**config.mk**
```make
export PLATFORM = sky130hd
export DESIGN_NAME = uart_tx_arbiter
export DESIGN_NICKNAME = d
export VERILOG_FILES = /design/src/rtl/uart_arb_pkg.sv /design/src/rtl/rr_arbiter.sv /design/src/rtl/uart_tx_arbiter.sv
export SDC_FILE = /design/constraint.sdc
export NUM_CORES = 1
export LEC_CHECK = 0
export BUFFER_PORTS_ARGS = -buffer_cell sky130_fd_sc_hd__buf_2
export CELL_PAD_IN_SITES_DETAIL_PLACEMENT = 0
export CELL_PAD_IN_SITES_GLOBAL_PLACEMENT = 1
export CORE_ASPECT_RATIO = 1.2
export CORE_MARGIN = 1
export CORE_UTILIZATION = 40
export DETAILED_ROUTE_END_ITERATION = 8
export MAX_ROUTING_LAYER = met4
export PLACE_DENSITY_LB_ADDON = 0.2
export RECOVER_POWER = 50
export SYNTH_ARGS = -nofsm -noshare
export SYNTH_HDL_FRONTEND = slang
export SYNTH_SLANG_ARGS = --single-unit
```
**constraint.sdc**
```tcl
create_clock -name clock -period 3.65 [get_ports clock]
set_input_delay 0.1825 -clock clock [delete_from_list [all_inputs] [get_ports clock]]
set_output_delay 0.1825 -clock clock [all_outputs]
set_load 0.02 [all_outputs]
```
**src/rtl/uart_arb_pkg.sv**
```systemverilog
// Shared types and widths for the UART transmit arbiter.
package uart_arb_pkg;
    localparam int UART_DATA_W = 8;
    localparam int TIMEOUT_W   = 16;

    typedef enum logic [1:0] {
        IDLE,
        SEND,
        WAIT,
        HOLD
    } state_t;
endpackage

```
**src/rtl/rr_arbiter.sv**
```systemverilog
// Combinational round-robin pick: first valid requester at or above rr_ptr, wrapping.
module rr_arbiter #(
    parameter int NUM_REQ = 4,
    parameter int IDX_W   = $clog2(NUM_REQ)
) (
    input  logic [NUM_REQ-1:0] req_valid,
    input  logic [IDX_W-1:0]   rr_ptr,
    output logic [NUM_REQ-1:0] grant,
    output logic [IDX_W-1:0]   grant_idx,
    output logic               any_valid
);
    localparam logic [IDX_W:0] NUM_L = (IDX_W+1)'(NUM_REQ);

    logic [IDX_W:0] cand;
    logic           found;

    // One extra bit holds rr_ptr+k before folding it back into 0..NUM_REQ-1.
    always_comb begin
        grant     = '0;
        grant_idx = '0;
        found     = 1'b0;
        cand      = '0;
        for (int k = 0; k < NUM_REQ; k++) begin
            cand = {1'b0, rr_ptr} + (IDX_W+1)'(k);
            if (cand >= NUM_L) begin
                cand = cand - NUM_L;
            end
            if (!found && req_valid[cand[IDX_W-1:0]]) begin
                found                     = 1'b1;
                grant[cand[IDX_W-1:0]]    = 1'b1;
                grant_idx                 = cand[IDX_W-1:0];
            end
        end
    end

    assign any_valid = |req_valid;
endmodule

```
**src/rtl/uart_tx_arbiter.sv**
```systemverilog
// Shares one UART transmitter between NUM_REQ requesters, round-robin,
// with optional multi-byte locking released by an idle timeout.
module uart_tx_arbiter
    import uart_arb_pkg::*;
#(
    parameter int NUM_REQ      = 4,
    parameter int HOLD_TIMEOUT = 1023
) (
    input  logic                           clock,
    input  logic                           reset,
    input  logic [NUM_REQ-1:0]             req_valid,
    input  logic [UART_DATA_W*NUM_REQ-1:0] req_data,
    input  logic [NUM_REQ-1:0]             req_last,
    output logic [NUM_REQ-1:0]             req_ready,
    output logic                           TX_start,
    output logic [UART_DATA_W-1:0]         TX_data,
    input  logic                           TX_done,
    output logic [$clog2(NUM_REQ)-1:0]     grant_id,
    output logic                           busy
);
    localparam int IDX_W = $clog2(NUM_REQ);
    localparam logic [TIMEOUT_W-1:0] TIMEOUT_VAL = TIMEOUT_W'(HOLD_TIMEOUT);

    state_t               state;
    logic [IDX_W-1:0]     rr_ptr;
    logic                 last_q;
    logic [TIMEOUT_W-1:0] hold_cnt;

    logic [UART_DATA_W-1:0] req_byte [NUM_REQ];
    logic [NUM_REQ-1:0]     arb_grant;
    logic [IDX_W-1:0]       arb_idx;
    logic                   any_valid;
    logic [NUM_REQ-1:0]     hold_onehot;
    logic [NUM_REQ-1:0]     sel_onehot;
    logic [IDX_W-1:0]       sel_idx;
    logic                   accept;

    for (genvar g = 0; g < NUM_REQ; g++) begin : g_split
        assign req_byte[g] = req_data[g*UART_DATA_W +: UART_DATA_W];
    end

    rr_arbiter #(
        .NUM_REQ (NUM_REQ),
        .IDX_W   (IDX_W)
    ) u_rr (
        .req_valid (req_valid),
        .rr_ptr    (rr_ptr),
        .grant     (arb_grant),
        .grant_idx (arb_idx),
        .any_valid (any_valid)
    );

    function automatic logic [IDX_W-1:0] next_ptr(input logic [IDX_W-1:0] id);
        return (id == IDX_W'(NUM_REQ - 1)) ? '0 : id + 1'b1;
    endfunction

    assign hold_onehot = {{(NUM_REQ-1){1'b0}}, 1'b1} << grant_id;

    // While locked only the owner can be accepted; otherwise the arbiter decides.
    always_comb begin
        sel_idx    = arb_idx;
        sel_onehot = arb_grant;
        accept     = 1'b0;
        if (state == HOLD) begin
            sel_idx    = grant_id;
            sel_onehot = hold_onehot;
            accept     = req_valid[grant_id];
        end else if (state == IDLE) begin
            accept     = any_valid;
        end
    end

    assign req_ready = (accept && !reset) ? sel_onehot : '0;

    always_ff @(posedge clock) begin
        if (reset) begin
            state    <= IDLE;
            TX_start <= 1'b0;
            TX_data  <= '0;
            grant_id <= '0;
            busy     <= 1'b0;
            rr_ptr   <= '0;
            last_q   <= 1'b0;
            hold_cnt <= '0;
        end else begin
            TX_start <= 1'b0;
            case (state)
                IDLE: begin
                    if (accept) begin
                        TX_data  <= req_byte[sel_idx];
                        grant_id <= sel_idx;
                        last_q   <= req_last[sel_idx];
                        TX_start <= 1'b1;
                        busy     <= 1'b1;
                        state    <= SEND;
                    end
                end
                SEND: begin
                    state <= WAIT;
                end
                WAIT: begin
                    if (TX_done) begin
                        if (last_q) begin
                            rr_ptr <= next_ptr(grant_id);
                            busy   <= 1'b0;
                            state  <= IDLE;
                        end else begin
                            hold_cnt <= '0;
                            state    <= HOLD;
                        end
                    end
                end
                HOLD: begin
                    if (accept) begin
                        TX_data  <= req_byte[sel_idx];
                        last_q   <= req_last[sel_idx];
                        TX_start <= 1'b1;
                        state    <= SEND;
                    end else if (hold_cnt == TIMEOUT_VAL) begin
                        // Owner stalled too long: drop the lock and move past it.
                        rr_ptr <= next_ptr(grant_id);
                        busy   <= 1'b0;
                        state  <= IDLE;
                    end else begin
                        hold_cnt <= hold_cnt + 1'b1;
                    end
                end
                default: begin
                    state <= IDLE;
                end
            endcase
        end
    end
endmodule

```
==> metrics.txt, run 1 <==
total of max-cap violations=0; Peak supply drop=226 µV; H-tree depth=2; Fin. Hold Viols=0; Total Nets Final=409; final WL=6420 µm; flop and latch count out of synthesis=33; first-pass GRT wire length=10300 µm; Worst-Margin Slew=1.13 ns; Root Buffer=clkbuf_8; Synth Area in Simple Gates=0.249; Die ar.=6630 µm²; Syn. warnings=0; WHS Path Cells=3; switching power=0.000799 W; Multi-input gate area=1740 µm²; largest net degree at the start of global routing=25; Worst-Skew Late Latency=0.29 ns; register area=661 µm²; Starting DRT DRC Count=118; slew margin rel.=0.239; RSZ-0062 raised after global routing=no; Post-synth EDFFs=0; multiplexer share of the synthesized area=0.108; Comb pwr share=0.556; Final Core Density=0.491; setup ws final=0.420 ns; CTS clk-pin slew, worst paths=0.08 ns; Routed WL per cell=14.8 µm; TritonCTS Buffers=5; HP Start=req_last[1]; slowest library cell on the worst path=a2111oi_0; highest metal used=met4; Critical Path End Type=output port; Ant. Diodes=0; DR vias/cell=5.66; DP HPWL=4860 µm; Cell variety after synth=55; Worst Reg2Reg Path Length in Cells=8; Synth Area in Compound Gates=0.205; Setup WS pre-CTS=0.661 ns; ANT nets after route=0; Final min period=3.23 ns; status=completed; Die Span Y=89.0 µm; Hold EP=last_q; Final TNS setup=0 ns; Clock Power Share=0.191; WP data arrival=3.05 ns; CP Data Required Time=3.47 ns; Max Freq=310 MHz; final instance area=2970 µm²; layout cell share with drive strength beyond 1=0.222; period utilization=0.885; crit-path max cell delay=0.85 ns; met3 WL post-DR=213 µm; core area=6050 µm²; vias in the first global route=2297; cts repair resizes=0; num rows=31; PwrDens=623 nW/µm²; clk sinks=33; DR pass1 iterations=4; Metal-1 WL=2700 µm; GRT Resource Usage Total=0.208; via count=2452; antenna violations before repair=0; CP Launch Type=flip-flop; Max Transition Viols Final=0; main combinational cell family by area after synthesis=simple AND/OR/NAND/NOR gates; synth-to-layout area growth=17.7%; Clock Tree Buf Depth=2; XOR/XNOR Fraction of Synth Area=0.0486; DR WL met2=3330 µm; CP cell instances=buf_4, mux4_2, a2111oi_0, a222oi_1, a221oi_1, buf_2; Post-route DRC=0; hold buffer count at cts=0; Adder-Cell Fraction of Synth Area=0.0793; top_reg_cell synth=dfxtp_1; Cell Int Power=0.00105 W; # setup viols final=0; mapped cell area=2520 µm²; placed cell area=2870 µm²; Reg power frac=0.253; GPL Wtd Cong=0.820; input/output buffers=58; Syn Nets=356; Seq/Total Area, Yosys=0.262; CTS tree=yes; CP Max Fanout=18; Post-CTS Setup Repair Bufs=0; Leak Pwr=1.17 nW; Initial Util=0.417; gr ovfl total=0; ys async rst share=0; Setup CP Type=flip-flop to output port; r2r setup slk=0.65 ns; switch share=0.432; IO Count=59; HP Class=primary input to flip-flop; Crit Reg-Reg Endpoint=TX_data[0]; fill count=642; Die W=74.5 µm; Mapped Cells=297; Worst Skew=0.00549 ns; Mean Syn Cell Area=8.50 µm²; r2r startpoint=rr_ptr[0]
[how the worst max path moves through the flow]
stage / startpoint / to / cells past startpoint
final: rr_ptr[0] / req_ready[0] / 6
after global routing: rr_ptr[1] / req_ready[0] / 7
after CTS: rr_ptr[0] / req_ready[0] / 6
after detailed placement: rr_ptr[0] / TX_data[0] / 8
after global placement: rr_ptr[0] / TX_data[2] / 8
after floorplan: rr_ptr[0] / req_ready[0] / 8
[power by group through the flow]
stage	logic (W)	clock network (W)	registers, W
floorplan	0.000758	0	0.000525
global placement	0.00103	0	0.000474
detailed placement	0.00104	0	0.000476
CTS	0.00104	0.000366	0.000468
global route	0.00114	0.000376	0.000477
finish	0.00103	0.000353	0.000469
[critical path, delay by kind of cell, from the launching register on]
kind | cells | cell delay [ns]
flip-flops | 1 | 0.33
AO/OA/AOI/OAI | 3 | 1.37
multiplexers | 1 | 0.61
buffers and inverters | 2 | 0.44
[flip-flops by register name, summed over array words and instances (netlist names)]
name      cells
TX_start      1
rr_ptr        2
last_q        1
hold_cnt     16
TX_data       8
state         2
busy          1
grant_id      2
[final cells by class]
type,instances,share of cell area
clock buffers,5,0.0232
clock inverters,3,0.0156
inverters,14,0.0177
multi-input cells,235,0.586
flip-flops and latches,33,0.223
well taps,82,0.0346
repair buffers,61,0.100
[layout by cell type, fill, tap and decap left out, types with 2 or more instances in the layout]
cell / n
or3_1: 2
buf_2: 46
nand4_1: 18
mux4_2: 3
nand2_1: 19
xor2_1: 10
a21o_1: 2
xnor2_1: 4
a221oi_1: 4
a221o_1: 8
ha_1: 16
nand4b_1: 2
mux2_2: 11
nand2b_1: 2
mux2i_1: 8
o211ai_1: 2
a211o_1: 2
o31ai_1: 9
nand3_1: 8
and4_1: 3
buf_4: 3
dfxtp_1: 33
a222oi_1: 4
nor3b_1: 3
nand3b_1: 2
nor2b_1: 8
nor3_1: 7
a21oi_1: 20
a211oi_1: 4
nor2_1: 26
o21ai_0: 4
clkbuf_1: 12
inv_1: 14
nor4b_1: 3
nor4_1: 2
clkbuf_8: 5
[through the flow]
stage / power [W] / hold WS [ns] / std cells
after floorplan: 0.00128 / 0.395 / 297
after global placement: 0.00151 / 0.464 / 425
after detailed placement: 0.00152 / 0.472 / 425
after CTS: 0.00188 / 0.207 / 433
after global routing: 0.00200 / 0.216 / 433
final: 0.00185 / 0.212 / 433
[metal layers]
metal	vias to the layer above	track usage
li1	1232	-
met1	1147	0.225
met2	53	0.371
met3	20	0.0349
met4	0	0.0892
met5	-	-
[cell usage after synthesis (all sizes together), types with 9 or more instances]
library cell,count,area share
inv,14,0.021
nand4,18,0.045
dfxtp,33,0.26
nand3,9,0.023
xor2,10,0.035
o31ai,9,0.027
mux2,11,0.049
nand2,19,0.028
a21oi,20,0.040
nor2,26,0.039
ha,16,0.079
[cell families (layout without fill, tap and decap cells)]
kind of cell / count (synthesis) / after routing
AND/OR/NAND/NOR: 113 / 113
AO/OA/AOI/OAI: 70 / 70
flip-flops: 33 / 33
buffers and inverters: 29 / 83
multiplexers: 22 / 22
adder cells (fa/ha/maj): 16 / 16
XOR/XNOR: 14 / 14
Power figures use the tool's default switching activity.
==> run 2: changes to the inputs <==
--- a/config.mk
+++ b/config.mk
@@ -12,4 +12,5 @@
 export CORE_MARGIN = 1
 export CORE_UTILIZATION = 40
+export CTS_CLUSTER_SIZE = 14
 export DETAILED_ROUTE_END_ITERATION = 8
 export MAX_ROUTING_LAYER = met4
==> constraint.sdc (replaced) <==
create_clock -name clock -period 3.65 [get_ports clock]
set_input_delay 0.73 -clock clock [delete_from_list [all_inputs] [get_ports clock]]
set_output_delay 0.73 -clock clock [all_outputs]
set_load 0.02 [all_outputs]
==> metrics.txt, run 2 (synthesis gave the netlist of run 1 again) <==
GPL Wtd Cong=0.853; TritonCTS Buffers=5; Setup CP Type=flip-flop to output port; synth-to-layout area growth=18.7%; fill count=636; Comb pwr share=0.590; Fin. Hold Viols=0; Final Core Density=0.495; CP Data Required Time=2.92 ns; HP Class=flip-flop to flip-flop; H-tree depth=2; CTS tree=yes; num rows=31; first-pass GRT wire length=10200 µm; total of max-cap violations=0; PwrDens=610 nW/µm²; period utilization=0.942; Peak supply drop=211 µV; Die ar.=6630 µm²; Final Non-Filler Cells=437; CTS clk-pin slew, worst paths=0.08 ns; WP data arrival=2.71 ns; clk sinks=33; hold buffer count at cts=0; Ant. Diodes=0; CP Launch Type=flip-flop; final WL=6620 µm; status=completed; Cells after DPL=429; Max Transition Viols Final=0; Final min period=3.44 ns; Routed WL per cell=15.1 µm; Cell Int Power=0.00101 W; Worst Skew=0.00912 ns; core area=6050 µm²; Largest Register=hold_cnt; worst hold slack=0.490 ns; Root Buffer=clkbuf_8; via count=2460; GRT Resource Usage Total=0.204; Initial Util=0.417; Clock Tree Buf Depth=2; IO Count=59; gr ovfl total=0; # setup viols final=0; antenna violations before repair=0; Starting DRT DRC Count=121; switch share=0.450; max FFs per register=16; layout cell share with drive strength beyond 1=0.242; Die W=74.5 µm; DP HPWL=4900 µm; most frequent cells in the layout=46 x buf_2, 33 x dfxtp_1, 26 x nor2_1; Worst-Skew Late Latency=0.29 ns; Worst-Margin Slew=0.905 ns; Leak Pwr=1.19 nW; Final TNS setup=0 ns; vias in the first global route=2249; Critical Path End Type=output port; RSZ-0062 raised after global routing=no; DR vias/cell=5.63; Die Span Y=89.0 µm; Max Freq=291 MHz; Top Registers=hold_cnt (16), TX_data (8); DR pass1 iterations=5; switching power=0.000823 W; Post-route DRC=0; Total Nets Final=413; Reg power frac=0.255; largest net degree at the start of global routing=25; most common cell after layout, fill and taps aside=buf_2; CP Max Fanout=5; slew margin rel.=0.396; cts repair resizes=0; ANT nets after route=0; Clock Power Share=0.155; input/output buffers=58; Post-CTS Setup Repair Bufs=0
[run 2: cell count changes in the layout (fill, tap and decap cells not counted)]
cell,previous run,this run
a221oi_1,4,0
a221oi_2,0,4
buf_4,3,7
clkinv_2,0,2
a2111oi_0,1,0
a2111oi_1,0,1
bufinv_16,1,0
clkinv_4,1,0
[run 2: worst max-delay path, stage by stage (launching register included)]
cell	delay (ns)
dfxtp_1	0.33
inv_1	0.09
ha_1	0.32
or3b_2	0.46
a2111o_1	0.43
nand3_1	0.20
a21oi_1	0.12
a221oi_2	0.27
buf_2	0.20
[run 2: layout make-up]
type / count / area (µm²) / area share
repair buffers: 65 / 328 / 0.109
inverters: 14 / 52.6 / 0.0175
flip-flops and latches: 33 / 661 / 0.220
multi-input cells: 235 / 1770 / 0.590
well taps: 82 / 103 / 0.0342
clock buffers: 5 / 68.8 / 0.0230
clock inverters: 3 / 17.5 / 0.00585
[run 2: metrics by stage]
| step | total power (W) | worst slack [ns] | cell area [µm²] |
|---|---|---|---|
| global placement | 0.00156 | 0.302 | 2930 |
| finish | 0.00183 | 0.212 | 3000 |
| floorplan | 0.00130 | 0.0624 | 2550 |
| CTS | 0.00185 | 0.221 | 3010 |
| global route | 0.00197 | 0.0448 | 3000 |
| detailed placement | 0.00157 | 0.308 | 2930 |
[run 2: metal layers]
metal  part of all wire  up-vias  wire length [µm]  track usage
met5                  0        -                 0            -
met1               0.44     1165              2910        0.240
met4              0.019        0               127       0.0720
met3              0.024       11               158       0.0293
met2               0.52       45              3420        0.351
li1                   -     1239                 -            -
[run 2: worst paths after layout]
kind              startpoint            to  slack (ns)  cells past startpoint
setup / recovery   rr_ptr[0]  req_ready[0]        0.21                      8
hold / removal    TX_data[0]    TX_data[0]        0.49                      1
setup reg to reg   rr_ptr[0]    TX_data[3]        0.65                      9
hold reg to reg   TX_data[0]    TX_data[0]        0.49                      1
[run 2: power groups by stage]
stage	clock network, W	registers, W	logic, W
2_1_floorplan	0	0.000525	0.000776
3_3_place_gp	0	0.000473	0.00109
3_5_place_dp	0	0.000474	0.00109
4_1_cts	0.000290	0.000465	0.00110
5_1_grt	0.000300	0.000477	0.00119
6_report	0.000283	0.000466	0.00108
==> run 3: changes to the inputs <==
PLACE_DENSITY_LB_ADDON = 0.1   (was 0.2)
==> metrics.txt, run 3 (synthesis gave the netlist of run 1 again) <==
total power=0.00191 W; most common cell after layout, fill and taps aside=buf_2; layout cell share with drive strength beyond 1=0.236; DR vias/cell=5.64; hold buffer count at cts=0; vias in the first global route=2267; PwrDens=632 nW/µm²; Max Transition Viols Final=0; clk sinks=33; antenna violations before repair=0; slowest library cell on the worst path=or3b_2; r2r setup slk=0.62 ns; Largest Register=hold_cnt; total of max-cap violations=0; HP Class=flip-flop to flip-flop; Total Nets Final=414; highest metal used=met4; Post-CTS Setup Repair Bufs=0; core area=6050 µm²; Starting DRT DRC Count=111; crit-path max cell delay=0.47 ns; IO Count=59; Fin. Hold Viols=0; Initial Util=0.417; GRT Resource Usage Total=0.210; Leak Pwr=1.20 nW; first-pass GRT wire length=10600 µm; CTS tree=yes; Final Non-Filler Cells=438; TritonCTS Buffers=5; max FFs per register=16; most frequent cells in the layout=45 x buf_2, 33 x dfxtp_1, 26 x nor2_1; register area=661 µm²; # setup viols final=0; Routed WL per cell=14.8 µm; DR pass1 iterations=4; CTS clk-pin slew, worst paths=0.07 ns; met3 WL post-DR=300 µm; Final min period=3.44 ns; Bufs and invs on worst path=2; H-tree depth=2; synth-to-layout area growth=20.0%; Worst-Margin Slew=0.689 ns; fill count=636; Top delay family on crit path=compound AO/OA/AOI/OAI gates; largest net degree at the start of global routing=19; Final Core Density=0.501; Metal-1 WL=2890 µm; GPL Wtd Cong=0.819; final WL=6500 µm; Top Registers=hold_cnt (16), TX_data (8); Critical Path End Type=output port; Die ar.=6630 µm²; cts repair resizes=0; Final TNS setup=0 ns; Worst-Skew Late Latency=0.29 ns; Max Freq=291 MHz; Worst Skew=0.00984 ns; input/output buffers=58; status=completed; CP Data Required Time=2.92 ns; Die W=74.5 µm; worst hold slack=0.486 ns; WP data arrival=2.71 ns; CP Max Fanout=5; DR WL met2=3240 µm; Post-route DRC=0; CP cell instances=inv_1, ha_1, or3b_2, a2111o_1, nand3_1, a222oi_1, a221oi_2, buf_2; Multi-input gate area=1770 µm²; Clock Tree Buf Depth=2; ANT nets after route=0; Ant. Diodes=0; num rows=31; DP HPWL=4940 µm; slew margin rel.=0.540; period utilization=0.941; RSZ-0062 raised after global routing=no; gr ovfl total=0; Setup CP Type=flip-flop to output port; CP Launch Type=flip-flop; Cells after DPL=430; Root Buffer=clkbuf_8; via count=2471; Die Span Y=89.0 µm; Peak supply drop=200 µV
[run 3: layout make-up]
cell class,instances,share of cell area
multi-input combinational,235,0.583
sequential,33,0.218
timing repair buffer,66,0.109
tap,82,0.0339
clock buffer,7,0.0285
inverter,14,0.0173
clock inverter,1,0.00991
[run 3: routing by layer]
layer	GRT usage	up-vias
met4	0.0549	0
met5	-	-
met1	0.254	1162
met2	0.364	59
met3	0.0304	8
li1	-	1242
[run 3: worst paths after layout]
kind / endpoint / startpoint / depth (start not counted)
setup / recovery: req_ready[2] / rr_ptr[0] / 8
hold reg to reg: TX_data[5] / TX_data[5] / 1
hold / removal: TX_data[5] / TX_data[5] / 1
setup reg to reg: TX_data[1] / rr_ptr[0] / 9
[run 3: through the flow]
stage | area, µm² | setup WS [ns]
after floorplan | 2550 | 0.0624
after global placement | 2930 | 0.335
after detailed placement | 2930 | 0.330
after CTS | 3050 | 0.234
after global routing | 3030 | 0.0714
final | 3030 | 0.215
[run 3: power breakdown]
group          switching [W]  internal (W)  total, W
Sequential         0.0000441      0.000422  0.000467
Combinational       0.000629      0.000453   0.00108
Clock               0.000142      0.000223  0.000365
Total               0.000816       0.00110   0.00191
